## src/rtl/serial_adder.sv

```systemverilog
// serial_adder: LSB-first bit-serial adder, one full-adder bit per clk (clk, rst, start, a, b[, sub] -> busy, done, Sum, Carry); SERIAL_ADDER_SUB_EN adds sub for a-b
module serial_adder #(
   parameter int WIDTH = 8
) (
   input  logic             clk,
   input  logic             rst,
   input  logic             start,
   input  logic [WIDTH-1:0] a,
   input  logic [WIDTH-1:0] b,
   output logic             busy,
   output logic             done,
   output logic [WIDTH-1:0] Sum,
   output logic             Carry
`ifdef SERIAL_ADDER_SUB_EN
   ,
   input  logic             sub
`endif
);
   localparam int CW = WIDTH > 1 ? $clog2(WIDTH) : 1;
   typedef enum logic [1:0] {IDLE, RUN, DONE} state_t;
   state_t state, nxt;
   logic [WIDTH-1:0] ra, rb, ps, psn;
   logic [CW-1:0] cnt;
   logic c, s, cn, last, load, sb;
`ifdef SERIAL_ADDER_SUB_EN
   assign sb = sub;
`else
   assign sb = 1'b0;
`endif
   assign busy = state == RUN;
   assign done = state == DONE;
   always_comb begin
      s = ra[0] ^ rb[0] ^ c;
      cn = (ra[0] & rb[0]) | (c & (ra[0] ^ rb[0]));
      psn = (ps >> 1) | (WIDTH'(s) << (WIDTH - 1));
      last = cnt == CW'(WIDTH - 1);
      load = start && state != RUN;
      nxt = load ? RUN : state == RUN ? (last ? DONE : RUN) : IDLE;
   end
   always_ff @(posedge clk) state <= rst ? IDLE : nxt;
   always_ff @(posedge clk) begin
      if (rst) begin
         ra <= '0;
         rb <= '0;
         ps <= '0;
         c <= 1'b0;
         cnt <= '0;
         Sum <= '0;
         Carry <= 1'b0;
      end else if (load) begin
         ra <= a;
         rb <= b ^ {WIDTH{sb}};
         ps <= '0;
         c <= sb;
         cnt <= '0;
      end else if (state == RUN) begin
         ra <= ra >> 1;
         rb <= rb >> 1;
         ps <= psn;
         c <= cn;
         cnt <= cnt + CW'(1);
         if (last) begin
            Sum <= psn;
            Carry <= cn;
         end
      end
   end
endmodule
```

## config.mk

```make
export PLATFORM = sky130hd
export DESIGN_NAME = serial_adder
export DESIGN_NICKNAME = d
export VERILOG_FILES = /design/src/rtl/serial_adder.sv
export SDC_FILE = /design/constraint.sdc
export NUM_CORES = 1
export LEC_CHECK = 0
export CAP_MARGIN = 25
export CORE_AREA = 2 2 61 57
export DETAILED_ROUTE_END_ITERATION = 7
export DIE_AREA = 0 0 63 59
export GPL_TIMING_DRIVEN = 0
export MAX_ROUTING_LAYER = met4
export PLACE_DENSITY = 0.78
export SLEW_MARGIN = 15
export SYNTH_ARGS = -nofsm -noshare
export SYNTH_HDL_FRONTEND = slang
export SYNTH_SLANG_ARGS = --single-unit
```

## constraint.sdc

```tcl
create_clock -name clk -period 3.2 [get_ports clk]
set_clock_uncertainty 0.2 [all_clocks]
set_input_delay 0.64 -clock clk [delete_from_list [all_inputs] [get_ports clk]]
set_output_delay 0.64 -clock clk [all_outputs]
set_load 0.01 [all_outputs]
```

After elaboration in Yosys (flattened, before gate mapping):

Cells that the tools add are included.

* word-level logic and storage cells: 34
* flip-flop bits (word level): 39
* input bits: 19
* output and inout port bits: 11

* bitwise gates (word level): 8
* reduce and logical (&&, ||, !) cells: 5
* equality and inequality tests: 4
* muxes and demuxes: 7
* add/sub/neg operators: 1

Operators with widths (number)
* 2-to-1 mux 8 bit: 4
* OR 7 x 8 -> 8 bit: 1
* adder 3 x 1 -> 3 bit, second input constant: 1
* == test 3 bit, second input constant: 1
* AND reduction 3 bit: 1
* OR reduction 3 bit: 1
* AND 1 bit: 2
* == test 2 x 1 -> 1 bit, second input constant: 1
* == test 2 bit, second input constant: 1
* 2-to-1 mux 1 bit: 2
* 2-to-1 mux 2 bit: 1
* != test 2 x 1 -> 1 bit, second input constant: 1
* NOT 1 bit: 2
* nonzero test 2 bit: 1
* OR reduction 2 bit: 1
* bitwise XOR 1 bit: 2
* logical AND 1 bit: 1
* OR 1 bit: 1

Logic depth before layout (Yosys ltp):

Gate-level depths: netlist of run 1.

* depth after elaboration: 4
* gate-level depth with buffers: 6
* gate-level depth less buffers: 5

Worst setup path before layout of run 1:

Ideal clock, no wire load.

* path type: register -> output
* start point: register state[0]
* end point: output port busy
* required time: 2360 ps
* path buffers: 1
* data arrival time: 714 ps
* stages on the path, launching flop included: 4
* path slack: 1646 ps
* cell sequence: dfxtp_1 > nand2b_4 > inv_2 > buf_4

* cells in the longest elaborated chain, start to end: 1

Ends and longest elaborated chain
* from (decl): RTL line 21 `state_t state, nxt;`
* from (signal assigned): RTL line 40 `always_ff @(posedge clk) state <= rst ? IDLE : nxt;`
* == test 2 x 1 -> 1 bit: RTL line 30 `assign busy = state == RUN;`
* to (decl): RTL line 10 `output logic busy,`

No other way between the ends.

Worst setup path in the final report of run 1:

Same ends and word-level chain as after synthesis.

==> results of run 1 <==
layout make-up:
cell class / count / area [um2]
inverters: 1 / 3.754
fillers: 275 / 1018
repair buffers: 27 / 270.3
plain buffers: 12 / 103.9
clock buffers: 7 / 45.04
multi-input cells: 117 / 764.5
well taps: 42 / 52.55
flip-flops and latches: 38 / 760.7
power groups by stage:
stage | combinational (uW) | sequential (uW) | clock (uW)
6_report | 119 | 504 | 228
5_1_grt | 131 | 507 | 254
3_5_place_dp | 121 | 515 | 0
3_3_place_gp | 117 | 514 | 0
2_1_floorplan | 84.8 | 512 | 0
4_1_cts | 121 | 504 | 236
stage by stage:
| stage | util (%) | total power, uW |
|---|---|---|
| finish | 66.27 | 851.8 |
| global route | 66.27 | 891.7 |
| CTS | 66.27 | 861.3 |
| detailed placement | 64.77 | 636.1 |
| global placement | 64.77 | 630.6 |
| floorplan | - | 596.7 |
cells in the mapped netlist:
library cell,number,share of area [%]
fa_1,1,1.2
a211oi_1,1,0.46
nor3_1,2,0.61
xnor2_1,1,0.54
buf_6,5,3.4
a211oi_2,14,11
nor2_1,17,3.9
nand2b_4,1,0.84
ha_1,3,2.3
buf_2,5,1.5
buf_8,1,0.92
nand3b_1,1,0.46
a21oi_1,19,5.8
nand2_1,38,8.7
and3b_1,1,0.54
a21o_1,1,0.46
dfxtp_1,38,47
inv_2,1,0.23
buf_4,1,0.46
mux2i_1,16,9.8
nor2b_1,1,0.38
worst min-delay path, cell delays in order, from the launching register on:
cell and delay, ns:
dfxtp_1 0.32, nand2_1 0.05, a21oi_1 0.05
cells by family after synthesis:
logic type,Yosys count,synth area share (%)
AOI/OAI and AO/OA,35,17.47
xor gates and xnor gates,1,0.5365
adders and majority gates,4,3.525
buffers and inverters,13,6.589
DFF,38,46.59
muxes,16,9.808
and+or+nand+nor,61,15.48
cells in the final DEF (no fill, tap or decap), drive strengths merged, types with 2 or more instances in the layout:
cell	n
clkdlybuf4s50	27
nor2	17
nand2	38
nor3	2
mux2i	16
ha	3
buf	12
a21oi	19
dfxtp	38
a211oi	15
clkbuf	7
path summary, 6_finish.rpt:
path	start	to	slack, ns
hold / removal	Sum[0]	Sum[0]	0.26
setup reg to reg	cnt[0]	Sum[3]	1.62
setup / recovery	state[0]	busy	0.64
hold reg to reg	Sum[0]	Sum[0]	0.26
sequential cells by signal, indices dropped and copies added, names as in the netlist:
signal and cells:
Carry 1, Sum 8, c 1, cnt 3
ps 7, ra 8, rb 8, state 2
routing by layer:
metal	global-route usage, %	routed length, um
met3	7.414	145
met2	33.74	1547
met4	6.667	47
met5	-	0
met1	21.36	1371
==> results.yml, run 1 <==
outcome:
  status: "complete, no violations"
clocking:
  clk_pin_slew_worst_paths_ns: 0.10
  cts_sinks: 38
  post_cts_buffers: 0
  ctsHoldBuffers: 0
  clock_path_buffers: 2
  tritoncts: "yes"
  cts_made_buffers: 5
  clk_latency_ns: 0.34
  cts.htree.levels: 2
  root_buffer: "clkbuf_4"
  ctsResizeCount: 0
synth:
  syn_area_per_cell_um2: 9.719
  ys.warnings.count: 0
  netlist_area_um2: 1633
  syn_nets: 191
  ys_seq_area_share_pct: 46.59
  synthCells: 168
  ys_types: 21
  ys_ff_latch: 38
worst_setup_path:
  ff2ff_path_depth: 5
  path_delay_family: "buffers and inverters"
  cpPeakStageDelay_ns: 0.55
  endpoint_kind: "output pin"
  cp_num_buf_inv: 3
  worst-setup-path-type: "reg2out"
  critical_path.slowest_cell: "clkdlybuf4s50_1"
  cp.required_ns: 2.36
  arrival_ns: 1.72
  start_kind: "flip-flop"
  crit_fanout: 10
  path_depth: 4
  cp_cell_sequence: "nand2b_4, inv_2, buf_4, clkdlybuf4s50_1"
die:
  start_util_pct: 54.08
  dieArea_um2: 3717
  core_area_um2: 3019
  io_pins: 30
  num_rows: 19
  die_w_um: 63
  die_h_um: 59
power:
  switching_share_pct: 25.22
  clockPowerShare_pct: 26.8
  internal-power_uw: 637.0
  irDropWorstVdd_v: 0.0002637
  switching_power_uw: 214.8
  leakage_uw: 0.0007697
  p_per_area_nw_per_um2: 425.7
  seq_power_share_pct: 59.2
  comb_power_share_pct: 14.0
timing:
  drv_slew: 0
  max_freq_ghz: 0.3906
  rsz0062_at_grt: "no"
  finalCritPeriodShare_pct: 80.00
  hold_violations: 0
  tightest_slew_ns: 0.3743
  period_needed_ns: 2.560
  setup_tns_ns: 0
  fin_hold_ws_ns: 0.2615
  setup_ws_ns: 0.6399
  slew_headroom_pct: 74.97
  finalSetupViolations: 0
place:
  gp_congestion: 0.7159
  pre_cts_ws_ns: 1.002
  io_buffers: 27
  dp_cells: 237
  dp_hpwl_mm: 2.284
  placed_area_um2: 1956
final_layout:
  finalNetCount: 225
  drive_gt1_share_pct: 16.34
  finalNonFillerCells: 244
  synthToLayoutAreaGrowth_pct: 22.53
  num_antenna_cells: 0
  fin_area_um2: 2001
drt:
  ant_nets: 0
  dr.pass1.iters: 4
  drc: 0
  vias_per_cell: 5.148
  num_vias: 1256
  wl_mm: 3.111
  wl_per_cell_um: 12.75
  drt_iter0_drc: 34
job:
  max-cap-violations: 0
global_route:
  gr-usage-all-layers_pct: 19.72
  antenna_found_initial: 0
  grt_max_degree: 11
  grt_pass1_vias: 1240
  grt_overflow: 0
  grt_pass1_wl_mm: 5.471
hold_path:
  hold_depth: 2
  holdCritPathClass: "reg2reg"
(Power assumes the default switching activity.)
==> run 2: changes to the inputs <==
Settings changed: CORE_AREA 2 2 61 57 to 2 2 63 59, DIE_AREA 0 0 63 59 to 0 0 65 61, PLACE_DENSITY 0.78 to 0.73.
Clock period 3.2 ns to 2.6 ns, I/O delays scaled along.
==> results.yml, run 2 (synthesized netlist as in run 1, its figures left out) <==
drt:
  wl_per_cell_um: 12.33
  vias_per_cell: 4.968
  ant_nets: 0
  drc: 0
  wl_mm: 3.045
  drt_iter0_drc: 39
  num_vias: 1227
  dr.pass1.iters: 4
global_route:
  grt_max_degree: 13
  grt_pass1_vias: 1212
  antenna_found_initial: 0
  grt_pass1_wl_mm: 5.202
  gr-usage-all-layers_pct: 18.09
  grt_overflow: 0
worst_setup_path:
  worst-setup-path-type: "reg2out"
  cp.required_ns: 1.88
  start_kind: "flip-flop"
  cpPeakStageDelay_ns: 0.55
  crit_fanout: 10
  cp_cell_sequence: "nand2b_4, inv_2, buf_4, clkdlybuf4s50_1"
  path_delay_family: "buffers and inverters"
  arrival_ns: 1.65
  cp_num_buf_inv: 3
  critical_path.slowest_cell: "clkdlybuf4s50_1"
  endpoint_kind: "output pin"
final_layout:
  synthToLayoutAreaGrowth_pct: 25.75
  finalNetCount: 225
  final_cell_mix: "dfxtp_1 (38), nand2_1 (38), clkdlybuf4s50_1 (27)"
  finalNonFillerCells: 247
  fin_area_um2: 2053
  reg_top3: "Sum (8), ra (8), rb (8)"
  num_antenna_cells: 0
  n_fill_cell: 265
  drive_gt1_share_pct: 17.73
  fin_util_pct: 62.63
power:
  irDropWorstVdd_v: 0.0003043
  leakage_uw: 0.0007915
  seq_power_share_pct: 52.5
  internal-power_uw: 895.2
  switching_power_uw: 285.9
  p_per_area_nw_per_um2: 575.2
  switching_share_pct: 24.20
  clockPowerShare_pct: 34.9
  comb_power_share_pct: 12.6
outcome:
  status: "complete, no violations"
timing:
  setup_ws_ns: 0.2263
  max_freq_ghz: 0.4213
  drv_slew: 0
  finalSetupViolations: 0
  period_needed_ns: 2.374
  rsz0062_at_grt: "no"
  slew_headroom_pct: 72.75
  setup_tns_ns: 0
  finalCritPeriodShare_pct: 91.30
  tightest_slew_ns: 0.4075
  hold_violations: 0
die:
  dieArea_um2: 3965
  num_rows: 20
  die_w_um: 65
  core_area_um2: 3278
  die_h_um: 61
  start_util_pct: 49.81
  io_pins: 30
clocking:
  ctsHoldBuffers: 0
  clock_path_buffers: 2
  tritoncts: "yes"
  post_cts_buffers: 0
  ctsResizeCount: 0
  clk_pin_slew_worst_paths_ns: 0.07
  clk_latency_ns: 0.29
  cts_made_buffers: 5
  root_buffer: "clkbuf_8"
  cts.htree.levels: 2
  cts_sinks: 38
place:
  dp_cells: 239
  placed_area_um2: 1958
  dp_hpwl_mm: 2.217
  io_buffers: 27
  gp_congestion: 0.7324
  pre_cts_ws_ns: 0.5254
hold_path:
  holdCritPathClass: "reg2reg"
job:
  max-cap-violations: 0
==> run 2: through the flow <==
step           hold WS [ns]  power [uW]
6_report             0.2536        1181
3_3_place_gp         0.2445       776.9
5_1_grt              0.2689        1237
4_1_cts              0.2585        1195
2_1_floorplan        0.2321       734.5
3_5_place_dp         0.2482       783.0
==> run 2: per-layer routing <==
layer | global-route usage (%) | share of wire (%) | vias up
met2 | 30.49 | 49 | 15
met3 | 3.896 | 2.8 | 7
met1 | 20.25 | 46 | 567
met5 | - | 0 | -
met4 | 10.03 | 2.4 | 0
li1 | - | - | 638
==> run 2: worst paths after layout <==
path / depth (start not counted) / start / to / slack, ns
max: 4 / state[0] / busy / 0.23
min: 2 / Sum[6] / Sum[6] / 0.25
max reg2reg: 5 / cnt[0] / Sum[1] / 1.01
min reg2reg: 2 / Sum[6] / Sum[6] / 0.25
==> run 2: worst reg2reg max path, stage by stage (launching register included) <==
cell and delay (ns):
dfxtp_1 0.33, ha_1 0.21, ha_1 0.20, nand3b_1 0.33
nand2_1 0.10, a21oi_1 0.15
==> run 2: power groups by stage <==
stage	combinational (uW)	sequential (uW)	clock, uW
after global routing	164	622	451
after detailed placement	149	634	0
after floorplan	104	630	0
after global placement	145	632	0
final	148	620	413
after CTS	150	620	425
==> run 2: layout make-up <==
cell class                 count  area [um2]  area share [%]
buffer                        12       103.9           5.058
clock buffer                   6       82.58           4.022
tap                           44       55.05           2.681
clock inverter                 2       12.51          0.6094
inverter                       1       3.754          0.1828
sequential                    38       760.7           37.05
timing repair buffer          27       270.3           13.16
multi-input combinational    117       764.5           37.23
==> run 3: changes to the inputs <==
Settings changed: CORE_AREA 2 2 63 59 to 2 2 67 63, DIE_AREA 0 0 65 61 to 0 0 69 65, PLACE_DENSITY 0.73 to 0.65.
==> results.yml, run 3 (synthesized netlist as in run 1, its figures left out) <==
die:
  start_util_pct: 42.37
  dieArea_um2: 4485
  die_h_um: 65
  die_w_um: 69
  io_pins: 30
  core_area_um2: 3854
  num_rows: 22
global_route:
  grt_pass1_vias: 1259
  grt_overflow: 0
  antenna_found_initial: 0
  grt_max_degree: 12
  grt_pass1_wl_mm: 5.547
  gr-usage-all-layers_pct: 16.16
drt:
  ant_nets: 0
  drt_iter0_drc: 39
  wl_per_cell_um: 12.39
  wl_mm: 3.098
  drc: 0
  vias_per_cell: 5.020
  num_vias: 1255
  dr.pass1.iters: 4
power:
  leakage_uw: 0.0008016
  p_per_area_nw_per_um2: 614.9
  irDropWorstVdd_v: 0.0002861
timing:
  max_freq_ghz: 0.4169
  finalCritPeriodShare_pct: 92.25
  rsz0062_at_grt: "no"
  hold_violations: 0
  finalSetupViolations: 0
  tightest_slew_ns: 0.4058
  drv_slew: 0
  slew_headroom_pct: 72.86
  period_needed_ns: 2.398
  setup_tns_ns: 0
worst_setup_path:
  start_kind: "flip-flop"
  ff2ff_path_depth: 5
  cp.required_ns: 1.88
  arrival_ns: 1.68
  endpoint_kind: "output pin"
  crit_fanout: 10
  worstSetupStartpoint: "state[0]"
  r2r_start: "cnt[0]"
  worst-setup-path-type: "reg2out"
clocking:
  cts_made_buffers: 5
  clk_pin_slew_worst_paths_ns: 0.07
  cts.htree.levels: 2
  ctsHoldBuffers: 0
  clock_path_buffers: 2
  clk_latency_ns: 0.29
  tritoncts: "yes"
  post_cts_buffers: 0
  cts_sinks: 38
  ctsResizeCount: 0
  root_buffer: "clkbuf_8"
final_layout:
  synthToLayoutAreaGrowth_pct: 27.13
  finalNonFillerCells: 250
  drive_gt1_share_pct: 17.33
  reg_top3: "Sum (8), ra (8), rb (8)"
  n_fill_cell: 352
  multi_input_area_um2: 764.5
  seqCellArea_um2: 760.7
  num_antenna_cells: 0
  finalNetCount: 225
  final_cell_mix: "dfxtp_1 (38), nand2_1 (38), clkdlybuf4s50_1 (27)"
place:
  dp_cells: 243
  io_buffers: 27
  gp_congestion: 0.7344
  dp_hpwl_mm: 2.231
outcome:
  status: "complete, no violations"
hold_path:
  holdCritPathClass: "reg2reg"
  min-delay-start: "Sum[0]"
  hold_depth: 2
job:
  max-cap-violations: 0
## run 3: power by group
| group | internal (uW) | switching [uW] |
|---|---|---|
| clock network | 307 | 202 |
| registers | 606 | 13.9 |
| logic | 76.2 | 71.3 |
| total | 989 | 287 |
## run 3: critical path: stages, from the launching register on
cell and delay [ns]:
dfxtp_1 0.42, nand2b_4 0.09, inv_2 0.12, buf_4 0.20, clkdlybuf4s50_1 0.55
## run 3: cell type report
cell class,instances,share of cell area [%]
flip-flops and latches,38,36.65
clock buffers,6,3.978
inverters,1,0.1808
well taps,48,2.893
plain buffers,12,5.003
clock inverters,1,1.447
repair buffers,27,13.02
multi-input cells,117,36.83
## run 3: per-layer routing
metal	up-vias	GRT usage, %	part of all wire (%)
met2	26	27.40	47
met4	0	8.824	2.3
met5	-	-	0
met3	5	3.577	4.0
met1	591	17.82	46
li1	633	-	-
## run 3: final timing paths
check            to  slack, ns
max            busy       0.20
min reg2reg  Sum[0]       0.26
max reg2reg  Sum[1]       0.99
min          Sum[0]       0.26
## run 3: per-stage QoR
stage / cell area (um2) / hold slack, ns / total power, uW / worst slack [ns] / util, %
5_1_grt: 2076 / 0.2850 / 1328 / 0.1121 / 53.86
3_5_place_dp: 1963 / 0.2501 / 782.9 / 0.5299 / 50.94
4_1_cts: 2076 / 0.2604 / 1288 / 0.1975 / 53.86
6_report: 2076 / 0.2601 / 1276 / 0.2016 / 53.86
2_1_floorplan: 1633 / 0.2321 / 734.5 / 1.166 / -
3_3_place_gp: 1963 / 0.2456 / 777.7 / 0.5541 / 50.94
